## config.mk

```make
export PLATFORM = sky130hd
export DESIGN_NAME = fetch_unit
export DESIGN_NICKNAME = d
export VERILOG_FILES = /design/src/rtl/cpu_pkg.sv /design/src/rtl/fetch_skid.sv /design/src/rtl/fetch_unit.sv
export SDC_FILE = /design/constraint.sdc
export NUM_CORES = 1
export LEC_CHECK = 0
export CAP_MARGIN = 15
export CORE_AREA = 2 2 139 141
export CTS_CLUSTER_DIAMETER = 120
export CTS_CLUSTER_SIZE = 20
export DETAILED_ROUTE_END_ITERATION = 12
export DIE_AREA = 0 0 141 143
export PLACE_DENSITY = 0.71
export SYNTH_ARGS = -nofsm -noshare
export SYNTH_HDL_FRONTEND = slang
export SYNTH_HIERARCHICAL = 1
export SYNTH_SLANG_ARGS = --single-unit
```

## constraint.sdc

```tcl
create_clock -name clk -period 2.6 [get_ports clk]
set_input_delay 0.39 -clock clk [delete_from_list [all_inputs] [get_ports clk]]
set_output_delay 0.39 -clock clk [all_outputs]
set_load 0.02 [all_outputs]
```

## src/rtl/cpu_pkg.sv

```systemverilog
// Shared CPU-wide widths, constants and the fetch packet type.
package cpu_pkg;

    localparam int XLEN       = 32;
    localparam int INST_W     = 32;
    localparam int ILEN_BYTES = 4;

    localparam logic [XLEN-1:0] DEFAULT_RESET_PC = 32'h0000_0000;

    typedef struct packed {
        logic [XLEN-1:0]   pc;
        logic [INST_W-1:0] inst;
    } fetch_pkt_t;

    function automatic logic [XLEN-1:0] next_pc(input logic [XLEN-1:0] pc);
        return pc + XLEN'(ILEN_BYTES);
    endfunction

endpackage

```

## src/rtl/fetch_skid.sv

```systemverilog
// One-entry hold register: captures the presented instruction on the
// first stalled edge and releases it once the consumer accepts.
module fetch_skid
    import cpu_pkg::*;
(
    input  logic       clk_i,
    input  logic       rst_i,
    input  logic       flush_i,
    input  logic       stall_i,
    input  fetch_pkt_t pkt_i,
    output logic       valid_o,
    output fetch_pkt_t pkt_o
);

    logic       valid_q, valid_d;
    fetch_pkt_t pkt_q, pkt_d;

    always_comb begin
        valid_d = valid_q;
        pkt_d   = pkt_q;
        if (flush_i) begin
            valid_d = 1'b0;
        end else if (stall_i && !valid_q) begin
            valid_d = 1'b1;
            pkt_d   = pkt_i;
        end else if (!stall_i) begin
            valid_d = 1'b0;
        end
    end

    always_ff @(posedge clk_i or posedge rst_i) begin
        if (rst_i) begin
            valid_q <= 1'b0;
            pkt_q   <= '0;
        end else begin
            valid_q <= valid_d;
            pkt_q   <= pkt_d;
        end
    end

    assign valid_o = valid_q;
    assign pkt_o   = pkt_q;

endmodule

```

## src/rtl/fetch_unit.sv

```systemverilog
// Instruction fetch front-end: drives the sync-read ROM, pairs words with
// their PC and streams them to decode with skid-based back-pressure.
module fetch_unit
    import cpu_pkg::*;
#(
    parameter logic [XLEN-1:0] RESET_PC = DEFAULT_RESET_PC
) (
    input  logic              clk,
    input  logic              rst,
    output logic [XLEN-1:0]   mem_addr,
    input  logic [INST_W-1:0] mem_rdata,
    input  logic              redirect_valid,
    input  logic [XLEN-1:0]   redirect_pc,
    output logic              out_valid,
    input  logic              out_ready,
    output logic [XLEN-1:0]   out_pc,
    output logic [INST_W-1:0] out_inst
);

    logic [XLEN-1:0] pc_q, pc_d;
    logic [XLEN-1:0] rsp_pc_q, rsp_pc_d;
    logic            rsp_valid_q, rsp_valid_d;
    logic            hold_valid;
    fetch_pkt_t      hold_pkt, cur_pkt;
    logic            stall;
    logic [1:0]      unused_redirect_lsb;

    assign unused_redirect_lsb = redirect_pc[1:0];

    assign out_valid = hold_valid | rsp_valid_q;
    assign out_pc    = hold_valid ? hold_pkt.pc : rsp_pc_q;
    assign out_inst  = hold_valid ? hold_pkt.inst : mem_rdata;
    assign stall     = out_valid & ~out_ready;
    assign cur_pkt   = {out_pc, out_inst};
    assign mem_addr  = pc_q;

    fetch_skid u_skid (
        .clk_i   (clk),
        .rst_i   (rst),
        .flush_i (redirect_valid),
        .stall_i (stall),
        .pkt_i   (cur_pkt),
        .valid_o (hold_valid),
        .pkt_o   (hold_pkt)
    );

    // pc_q stays put while stalled so the ROM keeps re-reading the rsp slot.
    always_comb begin
        pc_d        = pc_q;
        rsp_pc_d    = rsp_pc_q;
        rsp_valid_d = rsp_valid_q;
        if (redirect_valid) begin
            pc_d        = {redirect_pc[XLEN-1:2], 2'b00};
            rsp_valid_d = 1'b0;
        end else if (stall && !hold_valid) begin
            rsp_pc_d    = pc_q;
            rsp_valid_d = 1'b1;
        end else if (!stall) begin
            rsp_pc_d    = pc_q;
            rsp_valid_d = 1'b1;
            pc_d        = next_pc(pc_q);
        end
    end

    always_ff @(posedge clk or posedge rst) begin
        if (rst) begin
            pc_q        <= RESET_PC;
            rsp_pc_q    <= '0;
            rsp_valid_q <= 1'b0;
        end else begin
            pc_q        <= pc_d;
            rsp_pc_q    <= rsp_pc_d;
            rsp_valid_q <= rsp_valid_d;
        end
    end

endmodule

```

# == Yosys cells after proc, flatten, opt, wreduce, memory -nomap -nowiden ==
# Index checks and enable logic that the tools add are counted.
# word_totals
output_inout_bits,97
ff_bits,130
mem_count,0
mem_bits_ro,0
latch_bits,0
mem_bits_rw,0
inputBits,68
wordCells,33
# classes
n_reduce_logical,5
n_mux,13
magnitude_cmp,0
n_div,0
shifts,0
n_bitwise,4
eq_ne,4
add_sub_neg,1
mul,0
# op_table
op,n
2-to-1 mux 32 bit,7
adder 32 x 3 -> 32 bit (second input constant),1
2-to-1 mux 1 bit,6
inequality test 2 bit (second input constant),3
AND reduction 2 bit,3
inequality test 3 bit (second input constant),1
NOT 1 bit,2
AND 1 bit,1
logical AND 1 bit,1
logical NOT 1 bit,1
bitwise OR 1 bit,1

# == Logic depth before layout (Yosys ltp) ==
# logic_depth
depth_word,5
depth_mapped,6
depth_no_buf,5

# == Modules after synthesis ==
# The synthesis kept the hierarchy.
# modules_own_cells
mod,seq_area_each_um2,n_inst,cells_each,area_per_inst_um2
fetch_unit,1526.5,1,352,3712.3
fetch_skid,1626.6,1,139,2726.4

# == Worst setup path after synthesis ==
# No wires, ideal clock.
# synth_timing
path_type,flip-flop to flip-flop
from,"reg pc_q[2], in the netlist mem_addr[2]"
to,"reg pc_q[26], in the netlist mem_addr[26]"
synth_period_minus_slack_ns,2.159
n_path_buf,1
arrival_time_ns,2.077
path_stages_with_launch,7
t_required_ns,2.518
setup_time_ns,0.082
setup_slack_ns,0.441
path_cell_list,dfrtp_1 -> ha_1 -> nand3_1 -> or4_1 -> clkbuf_1 -> or4_1 -> a31oi_1
# synth_between
elab_chain_cells,4
# synth_rtl
element,line_no,text
"start, declared",fetch_unit.sv:20,"logic [XLEN-1:0] pc_q, pc_d;"
"start signal, assigned",fetch_unit.sv:71,pc_q <= pc_d;
adder 32 x 3 -> 32 bit,cpu_pkg.sv:16,return pc + XLEN'(ILEN_BYTES);
2-to-1 mux 32 bit,fetch_unit.sv:58,end else if (!stall) begin
2-to-1 mux 32 bit,fetch_unit.sv:55,end else if (stall && !hold_valid) begin
2-to-1 mux 32 bit,fetch_unit.sv:52,if (redirect_valid) begin
# No other way between the ends. The select of a mux whose other input is x is not followed.
# A chain may end at the register's enable or synchronous reset.

# == Worst setup path after layout ==
# layout_timing
from,"reg u_skid.valid_q, in the netlist u_skid/valid_o"
to,out out_pc[31]
# layout_between
elab_chain_cells,1
# layout_rtl
element,line_no,text
"start, declared",fetch_skid.sv:15,"logic valid_q, valid_d;"
"start signal, assigned",fetch_skid.sv:36,valid_q <= valid_d;
2-to-1 mux 32 bit,fetch_unit.sv:31,assign out_pc = hold_valid ? hold_pkt.pc : rsp_pc_q;
"end, declared",fetch_unit.sv:16,"output logic [XLEN-1:0] out_pc,"
# No other way between the ends.

==> metrics.md <==
| Metric | Value |
|---|---|
| Fin util | `0.4824` |
| Setup TNS | `0 ns` |
| Outcome | `finished, final reports clean` |
| Clock transition at path regs | `0.06 ns` |
| Max Freq | `a little under 400 MHz` |
| Synth Area in Compound Gates | `0.05325` |
| Crit Path Class | `reg2out` |
| NetSw | `1.991 mW` |
| Top post-synthesis cells by area | `dfrtp_1, mux2_2, mux2_4, buf_12, or4_1` |
| Synth Area in Adders | `0.001943` |
| Netlist Area Pre-Place | `~6400 um^2` |
| All-Layer GR Usage | `0.1704` |
| Post-cts repair resize count | `0` |
| Final hold vios | `0` |
| Sw Share | `0.2839` |
| Via density | `5.104` |
| Slew headroom | `0.6203` |
| Synth Flop Type | `dfrtp_1` |
| Initial Utilization | `0.3465` |
| Gr ovfl total | `0` |
| CP required | `2.21 ns` |
| Worst-path maximum fanout | `just under 50` |
| Routed Antenna Nets | `0` |
| First-pass GRT wire length | `26,930 um` |
| Setup ws final | `just over 0.08 ns` |
| Most instantiated cells after synthesis | `dfrtp_1, mux2_2, mux2_4` |
| CTS tree | `built` |
| Synthesis-to-finish area growth | `39.20%` |
| RePlAce Congestion | `0.8384` |
| Yosys top cell by area | `dfrtp_1` |
| Synth warn | `6` |
| Synth Area in Simple Gates | `0.09308` |
| # nets final | `between 700 and 800` |
| Pins Over Slew Limit | `0` |
| Seq/Total Area, Yosys | `0.4897` |
| Pwr/cell area | `slightly below 800 nW/um^2` |
| CTS buffer count | `17` |
| Setup bufs post-CTS | `0` |
| Yosys reg bits | `126` |
| Max_cap viols | `0` |
| Clock Power Share | `0.323` |
| Clock Path Buffers | `2` |
| Clk root buf | `clkbuf_16` |
| Hold Crit Class | `in2async` |
| Initial antenna violation count | `0` |
| Layout cells sized above 1 | `0.3245` |
| Static leakage | `approximately 3.6 nW` |
| Count leader, synth | `dfrtp_1` |
| Peak VDD IR | `0.0004512 V` |
| Synth cell types | `49` |
| Hold-fix buffer count after cts | `0` |
| DRC errors left | `0` |
| Fin crit period | `roughly 2.5 ns` |
| Die height | `143 um` |
| Internal | `between 5 and 6 mW` |
| WHS | `0.4036 ns` |
| Drt pass-1 iters | `4` |
| RSZ-0062 raised after global routing | `no` |
| Setup crit start kind | `flop` |
| I/O pin count | `approximately 170` |
| Xor-xnor portion of the synthesized cell area | `0.01224` |
| Period utilization | `0.9684` |
| Routed wire length | `around 16,000 um` |
| Asr flop ratio synth | `1.000` |
| Count of flip-flops with a built-in enable after synthesis | `0` |
| Worst-Skew Late Latency | `0.42 ns` |
| Syn Area/Cell | `13.11 um^2` |
| Antenna Cells | `0` |
| Place WS | `0.07145 ns` |
| CP arrival | `2.13 ns` |
| Vias | `4,655` |
| Sequential power share | `0.391` |
| Row cnt | `50` |
| # setup viols final | `0` |
| Wirelength per Cell | `18.06 um` |
| Die area | `a little over 20,000 um^2` |
| CTS H-tree depth | `4` |
| Post-synth top area share | `0.4897` |
| Core Region | `about 19,000 um^2` |
| Die X | `141 um` |
| Synth Instances | `just under 500` |
| CP endpoint kind | `primary output` |
| TritonCTS Sinks | `126` |
| Mux share of post-synthesis cell area | `0.3094` |
| Vias in the first global route | `5,069` |
| Clk_skew | `roughly 0.0062 ns` |
| Worst Tran Pin Value | `roughly 0.57 ns` |
| Largest family of logic cells by synthesized area | `multiplexers` |
| DRT iter0 DRCs | `~190` |
| Port buffer count | `160` |
| Largest net degree at the start of global routing | `62` |
| Comb power frac | `0.286` |
| Detail Placement HPWL | `11,690 um` |
## stage by stage
step	instances	power [mW]	area [um^2]
global placement	880	4.703	8391
detailed placement	880	4.773	8391
finish	912	7.014	8962
CTS	912	7.100	8962
floorplan	492	3.967	6442
global route	912	7.361	8962
## flip-flops by register name (all words and copies together), names as in the netlist
| register | flops |
|---|---|
| rsp_valid_q | 1 |
| mem_addr | 30 |
| u_skid/valid_o | 1 |
| u_skid/pkt_o | 64 |
| rsp_pc_q | 30 |
## critical path: stages, from the launching register on
cell	delay, ns
dfrtp_4	0.44
buf_12	0.28
mux2_2	0.39
clkdlybuf4s50_1	0.59
## cell type report
class | instances | area (um^2)
well taps | 234 | 292.8
clock buffers | 23 | 488.0
repair buffers | 185 | 1864
multi-input cells | 328 | 3050
clock inverters | 9 | 83.83
inverters | 7 | 26.28
fillers | 1649 | 9618
flip-flops and latches | 126 | 3157
## worst paths after layout
path	start	endpoint	slack, ns	cells past startpoint
hold reg to reg	u_skid/pkt_o[62]	u_skid/pkt_o[62]	0.50	1
setup reg to reg	mem_addr[2]	mem_addr[26]	0.38	5
min in group clk	u_skid/pkt_o[62]	u_skid/pkt_o[62]	0.50	1
hold / removal	rst	u_skid/pkt_o[6]	0.40	2
setup / recovery	u_skid/valid_o	out_pc[31]	0.08	3
max in group asynchronous	rst	u_skid/valid_o	1.42	3
## placed cells by master (no fill, tap or decap), types with 2 or more instances in the layout
master and n:
conb_1 2, buf_12 6, o31ai_1 10, xnor2_1 5, and2_1 3, xor2_1 4, a31oi_1 13, dfrtp_1 125
mux2_4 60, nor4_1 4, nor3_1 2, nor2b_1 2, o21ai_0 13, or4_1 13, nand3_1 13, o211ai_1 2
nor2_1 17, clkbuf_8 4, mux2_2 96, clkdlybuf4s50_1 160, or3_1 2, clkbuf_16 17, buf_4 19, nand4_1 12
clkinvlp_4 4, and3_1 4, clkbuf_1 2, o31a_1 2, inv_1 4, nand2_1 24, clkinv_2 3, and4_1 6
inv_2 3
## per-layer routing
layer	routed length [um]	GRT usage	share of wire
met1	7529	0.2187	0.46
met2	7941	0.2852	0.48
met3	799	0.04024	0.049
met4	199	0.05632	0.012
met5	0	0	0
## logic make-up after synthesis
logic type               Yosys count
flip-flops                       126
AO/OA/AOI/OAI                     51
AND/OR/NAND/NOR                  108
adder cells (fa/ha/maj)            1
buffers and inverters             38
multiplexers                     157
XOR/XNOR                           9
other                              1
## power by group through the flow
stage	sequential [mW]	combinational [mW]	clock (mW)
detailed placement	2.76	2.01	0
floorplan	2.71	1.26	0
global placement	2.73	1.97	0
CTS	2.74	2.03	2.33
finish	2.74	2.00	2.27
global route	2.80	2.14	2.42
(Power assumes the default switching activity.)
